<file path="src/rtl/muldiv_sched.sv">
// Multiply/divide issue scheduler: launches EX mul/div ops to external engines, stalls EX and writes {HI,LO} once.
// Optional build macro MULDIV_DIV0_FAST_EN: divide-by-zero completes locally without starting the divider.
module muldiv_sched #(
    parameter int unsigned MUL_LAT = 2
) (
    input  logic        clk,
    input  logic        resetn,
    input  logic        op_valid,
    input  logic [1:0]  op_type,
    input  logic [31:0] op_src1,
    input  logic [31:0] op_src2,
    input  logic        annul,
    input  logic        hold_in,
    output logic        stallreq,
    output logic        busy,
    output logic        hilo_we,
    output logic [63:0] hilo_wdata,
    output logic        mul_signed,
    output logic [31:0] mul_ina,
    output logic [31:0] mul_inb,
    input  logic [63:0] mul_result,
    output logic        div_start,
    output logic        div_signed,
    output logic [31:0] div_opdata1,
    output logic [31:0] div_opdata2,
    output logic        div_annul,
    input  logic [63:0] div_result,
    input  logic        div_ready
);

    localparam logic [1:0] ST_IDLE     = 2'd0;
    localparam logic [1:0] ST_MUL_WAIT = 2'd1;
    localparam logic [1:0] ST_DIV_WAIT = 2'd2;
    localparam logic [1:0] ST_DONE     = 2'd3;

    localparam logic [1:0] OP_MULT = 2'b00;
    localparam logic [1:0] OP_DIV  = 2'b10;

    localparam logic [3:0] CNT_INIT = 4'(MUL_LAT - 32'd1);

    logic [1:0]  state_q, state_d;
    logic [3:0]  cnt_q, cnt_d;
    logic [1:0]  op_type_q, op_type_d;
    logic [31:0] src1_q, src1_d;
    logic [31:0] src2_q, src2_d;
    logic [63:0] result_q, result_d;
    logic        first_q, first_d;

    // Next-state, operand capture and result capture
    always_comb begin
        state_d   = state_q;
        cnt_d     = cnt_q;
        op_type_d = op_type_q;
        src1_d    = src1_q;
        src2_d    = src2_q;
        result_d  = result_q;
        first_d   = 1'b0;
        if (annul) begin
            // A flush abandons whatever is in flight, including a same-cycle div_ready
            state_d = ST_IDLE;
        end else begin
            case (state_q)
                ST_IDLE: begin
                    if (op_valid) begin
                        op_type_d = op_type;
                        src1_d    = op_src1;
                        src2_d    = op_src2;
                        if (op_type[1] == 1'b0) begin
                            state_d = ST_MUL_WAIT;
                            cnt_d   = CNT_INIT;
                        end else begin
`ifdef MULDIV_DIV0_FAST_EN
                            if (op_src2 == 32'd0) begin
                                state_d  = ST_DONE;
                                result_d = {op_src1, 32'hFFFF_FFFF};
                                first_d  = 1'b1;
                            end else begin
                                state_d = ST_DIV_WAIT;
                            end
`else
                            state_d = ST_DIV_WAIT;
`endif
                        end
                    end else begin
                        state_d = ST_IDLE;
                    end
                end
                ST_MUL_WAIT: begin
                    if (cnt_q == 4'd0) begin
                        result_d = mul_result;
                        state_d  = ST_DONE;
                        first_d  = 1'b1;
                    end else begin
                        cnt_d = cnt_q - 4'd1;
                    end
                end
                ST_DIV_WAIT: begin
                    if (div_ready) begin
                        result_d = div_result;
                        state_d  = ST_DONE;
                        first_d  = 1'b1;
                    end else begin
                        state_d = ST_DIV_WAIT;
                    end
                end
                ST_DONE: begin
                    // A stalled pipeline keeps the finished op parked here so it is not relaunched
                    if (hold_in) begin
                        state_d = ST_DONE;
                    end else begin
                        state_d = ST_IDLE;
                    end
                end
                default: begin
                    state_d = ST_IDLE;
                end
            endcase
        end
    end

    // State and datapath registers
    always_ff @(posedge clk or negedge resetn) begin
        if (!resetn) begin
            state_q   <= ST_IDLE;
            cnt_q     <= 4'd0;
            op_type_q <= 2'b00;
            src1_q    <= 32'd0;
            src2_q    <= 32'd0;
            result_q  <= 64'd0;
            first_q   <= 1'b0;
        end else begin
            state_q   <= state_d;
            cnt_q     <= cnt_d;
            op_type_q <= op_type_d;
            src1_q    <= src1_d;
            src2_q    <= src2_d;
            result_q  <= result_d;
            first_q   <= first_d;
        end
    end

    // Outputs; resetn gating keeps the input-driven terms quiet while in reset
    always_comb begin
        stallreq    = resetn & op_valid & ~annul & (state_q != ST_DONE);
        busy        = (state_q != ST_IDLE);
        hilo_we     = first_q & (state_q == ST_DONE) & ~annul;
        hilo_wdata  = result_q;
        mul_signed  = resetn & (op_type_q == OP_MULT);
        mul_ina     = src1_q;
        mul_inb     = src2_q;
        div_start   = (state_q == ST_DIV_WAIT);
        div_signed  = (op_type_q == OP_DIV);
        div_opdata1 = src1_q;
        div_opdata2 = src2_q;
        div_annul   = annul & (state_q == ST_DIV_WAIT);
    end

endmodule

</file>
<file path="config.mk">
export PLATFORM = sky130hd
export DESIGN_NAME = muldiv_sched
export DESIGN_NICKNAME = d
export VERILOG_FILES = /design/src/rtl/muldiv_sched.sv
export SDC_FILE = /design/constraint.sdc
export NUM_CORES = 1
export LEC_CHECK = 0
export BUFFER_PORTS_ARGS = -buffer_cell sky130_fd_sc_hd__buf_4
export CORE_AREA = 2 2 154 156
export CTS_BUF_LIST = sky130_fd_sc_hd__clkbuf_16
export CTS_CLUSTER_DIAMETER = 40
export CTS_CLUSTER_SIZE = 30
export DETAILED_ROUTE_END_ITERATION = 16
export DIE_AREA = 0 0 156 158
export GPL_TIMING_DRIVEN = 0
export PLACE_DENSITY_LB_ADDON = 0.15
export SETUP_SLACK_MARGIN = 0.1
export SLEW_MARGIN = 0
export SYNTH_ARGS = -nofsm -noshare
export SYNTH_HDL_FRONTEND = slang
export SYNTH_SLANG_ARGS = --single-unit
</file>
<file path="constraint.sdc">
create_clock -name clk -period 4.1 [get_ports clk]
set_clock_uncertainty 0.15 [all_clocks]
set_input_delay 0.615 -clock clk [delete_from_list [all_inputs] [get_ports clk]]
set_output_delay 0.615 -clock clk [all_outputs]
set_load 0.02 [all_outputs]
</file>
==> results.json, run 1 <==
{
  "setup_tns_ns": 0,
  "dr.first_iter.drc_count": 92,
  "startpoint": "resetn",
  "met3_usage_pct": 4.71,
  "reg2reg_setup_slack_ns": 1.19,
  "antenna_cells": 0,
  "crit_family": "buffers and inverters",
  "report.final.hold_viol_count": 0,
  "fillers": 2180,
  "fin_nets": 1096,
  "max_stage_delay_ns": 0.55,
  "fp.dieH_um": 158,
  "start_util_pct": 28.8,
  "whs_ns": 0.265,
  "cp_data_arrival_time_ns": 2.44,
  "viasPerCell": 4.31,
  "met2_usage_pct": 27.5,
  "antenna_found_initial": 0,
  "worst_ep_required_time_ns": 3.34,
  "synth_area_um2": 6630,
  "ant_nets": 0,
  "clock-sinks": 137,
  "yosysSeqAreaShare_pct": 51.7,
  "ios": 399,
  "drt_first_pass_iters": 4,
  "synth.area.top_cells": "dfrtp_1, mux2_2, buf_4",
  "post_cts_buffers": 0,
  "grt_max_degree": 93,
  "crit_chain": "dlygate4sd3_1 -> buf_6 -> buf_16 -> nor3b_1 -> buf_4",
  "status": "completed",
  "clkTransAtPathRegs_ns": 0.06,
  "ctsResizeCount": 0,
  "drv_slew": 0,
  "clkLatencyLatePin_ns": 0.41,
  "mostFrequentLayoutCell": "buf_4",
  "wirelength_um": 19600,
  "grt_pass1_wl_um": 28700,
  "ys_ff_latch": 137,
  "globalRouteMet1Util_pct": 17.4,
  "place_hpwl_um": 15400,
  "drive_gt1_share_pct": 77.1,
  "crit_type": "input port to output pin",
  "clockBufferDepth": 2,
  "worstReg2RegStart": "state_q[0]",
  "dieWidth_um": 156,
  "root_buffer": "clkbuf_16",
  "worst_slew_pin_slew_ns": 1.08,
  "fmax_ghz": 0.312,
  "post-route-min-period_ns": 3.20,
  "final_cell_mix": "buf_4, mux2_2, dfrtp_1",
  "yosysTopAreaCell": "dfrtp_1",
  "grt-ovfl-total": 0,
  "max-slew-margin-rel_pct": 26.4,
  "dieArea_um2": 24600,
  "p_per_area_nw_per_um2": 871,
  "leakagePower_nw": 5.17,
  "cts-htree-levels": 4,
  "ys.flop_type": "dfrtp_1",
  "num_rows": 56,
  "cap_violations": 0,
  "numPortBuffers": 398,
  "design_power_total_mw": 9.27,
  "rsz0062_at_grt": "no",
  "ir_worst_vdd_uv": 426,
  "timing.critical_path.buf_inv": 4,
  "start_kind": "input port",
  "syn_avg_cell_area_um2": 14.1,
  "post-route-drc-count": 0,
  "min-delay-start": "annul",
  "routabilityCongestion": 0.759,
  "netlist_instances": 469,
  "synth_nets": 677,
  "top_usage_layer": "met2",
  "grt_pass1_vias": 5216,
  "detail_route.wl_per_cell_um": 16.4,
  "area_growth_pct": 60.4,
  "yosys.cell_types.count": 33,
  "cts_tree": "built",
  "numCtsBuffers": 17,
  "ys_warn_count": 0,
  "setup_violations": 0,
  "synth_top_area_share_pct": 51.7,
  "path_max_fanout": 92,
  "crit_slowest_cell": "dlygate4sd3_1",
  "hold_path_class": "input port to flop",
  "finalCritPeriodShare_pct": 78.1,
  "via_count": 5132,
  "critPathCaptureType": "output pin",
  "core-area_um2": 23100,
  "track_usage_pct": 15.3,
  "synthArstFlopShare_pct": 100,
  "synth-edff-count": 0
}
-- worst paths after layout --
kind | cells past startpoint | to
worst min register to register | 1 | hilo_wdata[10]
worst min-delay path | 2 | state_q[1]
worst max-delay path | 5 | mul_signed
min in group asynchronous | 2 | hilo_wdata[15]
max in group asynchronous | 3 | cnt_q[2]
worst max register to register | 6 | hilo_wdata[32]
-- report_power, final --
group / leakage [nW] / switching (mW) / internal [mW]
clock network: 0.302 / 0.634 / 0.975
logic: 3.25 / 2.44 / 2.68
registers: 1.62 / 0.502 / 2.05
total: 5.17 / 3.57 / 5.70
-- through the flow --
step | setup slack (ns) | instances | area [um^2] | utilization (%)
floorplan | 1.68 | 469 | 6630 | -
global placement | 0.670 | 1157 | 9980 | 43.3
detailed placement | 1.10 | 1158 | 10000 | 43.4
CTS | 0.790 | 1191 | 10600 | 46.2
global route | 0.682 | 1191 | 10600 | 46.2
finish | 0.898 | 1191 | 10600 | 46.2
-- kinds of logic after synthesis --
family | count (synthesis) | synth area share [%]
and+or+nand+nor | 19 | 2.00
adders and majority gates | 8 | 1.51
AOI/OAI and AO/OA | 15 | 1.98
DFF | 137 | 51.7
muxes | 195 | 33.1
buffers and inverters | 95 | 9.75
-- state kept, by name, indices dropped and copies added, names as in the netlist --
| name | flops |
|---|---|
| div_opdata2 | 32 |
| state_q | 2 |
| cnt_q | 4 |
| hilo_wdata | 64 |
| op_type_q | 2 |
| div_opdata1 | 32 |
| first_q | 1 |
-- cell type report --
class / count / area (um^2) / area share, %
clock buffers: 17 / 425 / 4.00
well taps: 290 / 363 / 3.41
multi-input cells: 237 / 2560 / 24.0
flip-flops and latches: 137 / 3430 / 32.2
plain buffers: 85 / 609 / 5.73
clock inverters: 15 / 191 / 1.80
inverters: 10 / 37.5 / 0.353
repair buffers: 400 / 3030 / 28.5
-- synth_stat cells (all sizes together) (3+ instances only) --
| library cell | instances |
|---|---|
| mux2 | 194 |
| inv | 10 |
| clkbuf | 11 |
| ha | 8 |
| nor3b | 3 |
| buf | 74 |
| dfrtp | 137 |
| a22o | 3 |
-- routing by layer --
layer | vias up | part of all wire, %
met1 | 2436 | 39
met4 | 0 | 1.6
li1 | 2433 | -
met2 | 242 | 51
met5 | - | 0
met3 | 21 | 8.5
-- repair_timing --
action,in CTS,in global routing
hold buffers,1,0
endpoints found under the setup margin,0,0
endpoints found under the hold margin,44,0
No activity file was read; power rests on OpenSTA's default activity.
==> run 2: changes to the inputs <==
- CORE_AREA: 2 2 154 156 -> 2 2 155 157
- DIE_AREA: 0 0 156 158 -> 0 0 157 159
- clock period: 4.1 -> 3.3 ns (I/O delays scaled with it)
==> run 2 against run 1 <==
Net effect: sequential power is 24% higher; clock power is 21% higher; flip-flop and latch count stayed put; wire length is 1.1% higher; via count is 1.2% higher; count of clock-buffer cells in the layout stayed put; core utilization is 0.068 points lower; design area is 0.46% higher; largest cell class unchanged; highest routed layer unchanged.
==> results.json, run 2 (synthesized netlist as in run 1, its figures left out) <==
{
  "worst_slew_pin_slew_ns": 0.986,
  "max-slew-margin-rel_pct": 32.6,
  "place_hpwl_um": 15300,
  "finalCritPeriodShare_pct": 90.1,
  "ir_worst_vdd_uv": 579,
  "post_cts_buffers": 0,
  "fin_area_um2": 10700,
  "clock-sinks": 137,
  "critPathCaptureType": "flop",
  "num_rows": 56,
  "rsz0062_at_grt": "no",
  "detail_route.wl_per_cell_um": 16.2,
  "drt_first_pass_iters": 4,
  "report.final.hold_viol_count": 0,
  "mostFrequentLayoutCell": "buf_4",
  "routabilityCongestion": 0.746,
  "design_power_total_mw": 11.5,
  "worst_ep_required_time_ns": 3.45,
  "cap_violations": 0,
  "ant_nets": 0,
  "clockBufferDepth": 2,
  "track_usage_pct": 15.6,
  "setup_violations": 0,
  "setup_tns_ns": 0,
  "leakagePower_nw": 5.17,
  "p_per_area_nw_per_um2": 1070,
  "final_util_pct": 46.1,
  "largest_reg_flops": 64,
  "wirelength_um": 19800,
  "root_buffer": "clkbuf_16",
  "status": "completed",
  "antenna_found_initial": 1,
  "hold_path_class": "input port to flop",
  "grt-ovfl-total": 0,
  "crit_slowest_cell": "clkbuf_1",
  "ios": 399,
  "drv_slew": 0,
  "grt_max_degree": 90,
  "viasPerCell": 4.25,
  "numPortBuffers": 398,
  "cts_tree": "built",
  "crit_chain": "inv_1 -> ha_1 -> clkbuf_1 -> clkbuf_1 -> mux2_2 -> mux2_2",
  "clkTransAtPathRegs_ns": 0.06,
  "max_stage_delay_ns": 0.62,
  "layout.cells.non_filler": 1221,
  "fmax_ghz": 0.336,
  "area_growth_pct": 61.2,
  "numCtsBuffers": 17,
  "final_cell_mix": "buf_4, mux2_2, dfrtp_1",
  "core-area_um2": 23200,
  "grt_pass1_vias": 5558,
  "post-route-drc-count": 0,
  "cts-htree-levels": 4,
  "drive_gt1_share_pct": 77.2,
  "start_kind": "flop",
  "crit_type": "flop to flop",
  "dieArea_um2": 25000,
  "dr.first_iter.drc_count": 93,
  "grt_pass1_wl_um": 30000,
  "fin_nets": 1097,
  "via_count": 5193,
  "ctsResizeCount": 0,
  "clkLatencyLatePin_ns": 0.41,
  "path_max_fanout": 10,
  "fp.dieH_um": 159,
  "cp_data_arrival_time_ns": 3.12,
  "dp.cells": 1187,
  "dieWidth_um": 157,
  "post-route-min-period_ns": 2.97,
  "post_dp_cell_area_um2": 10100,
  "start_util_pct": 28.6
}
run 2: path summary, 6_finish.rpt:
| check | from | to | slack [ns] | depth (start not counted) |
|---|---|---|---|---|
| worst max register to register | state_q[0] | hilo_wdata[31] | 0.33 | 6 |
| worst max-delay path | state_q[0] | hilo_wdata[31] | 0.33 | 6 |
| max in group asynchronous | resetn | div_opdata1[26] | 2.10 | 3 |
| worst min register to register | hilo_wdata[11] | hilo_wdata[11] | 0.34 | 1 |
| worst min-delay path | annul | state_q[1] | 0.14 | 2 |
| min in group asynchronous | resetn | hilo_wdata[34] | 0.48 | 3 |
run 2: layout make-up:
type | count | area (um^2)
flip-flops and latches | 137 | 3430
repair buffers | 401 | 3060
clock buffers | 17 | 425
plain buffers | 85 | 609
fillers | 2210 | 12500
multi-input cells | 237 | 2560
inverters | 10 | 37.5
clock inverters | 14 | 174
well taps | 319 | 399
diodes | 1 | 2.50
run 2: where the power goes:
| part | switching [mW] | total (mW) | internal, mW |
|---|---|---|---|
| registers | 0.619 | 3.16 | 2.54 |
| logic | 3.01 | 6.34 | 3.33 |
| clock network | 0.763 | 1.95 | 1.19 |
| total | 4.39 | 11.5 | 7.06 |
run 2: metrics by stage:
step / hold WS (ns) / setup slack (ns)
after floorplan: 0.0494 / 0.879
after global placement: 0.320 / 0.0818
after detailed placement: 0.326 / 0.237
after CTS: 0.113 / 0.234
after global routing: 0.128 / 0.139
final: 0.141 / 0.328
run 2: worst max-delay path: cells and delay by family (launching register included):
| kind | cells | cell delay (ns) |
|---|---|---|
| adders and majority gates | 1 | 0.30 |
| buffers and inverters | 3 | 1.32 |
| DFF | 1 | 0.39 |
| muxes | 2 | 0.68 |
run 2: metal layers:
layer / share of wire [%] / routed length, um / GRT usage (%)
met5: 0 / 0 / 0
met4: 1.3 / 259 / 5.13
met3: 10 / 1970 / 5.39
met2: 51 / 10200 / 28.0
met1: 37 / 7370 / 16.9
run 2: repair_timing:
| item | in CTS | in global routing |
|---|---|---|
| hold buffers | 2 | 0 |
| hold endpoints to repair | 50 | 0 |
| endpoints found under the setup margin | 0 | 0 |
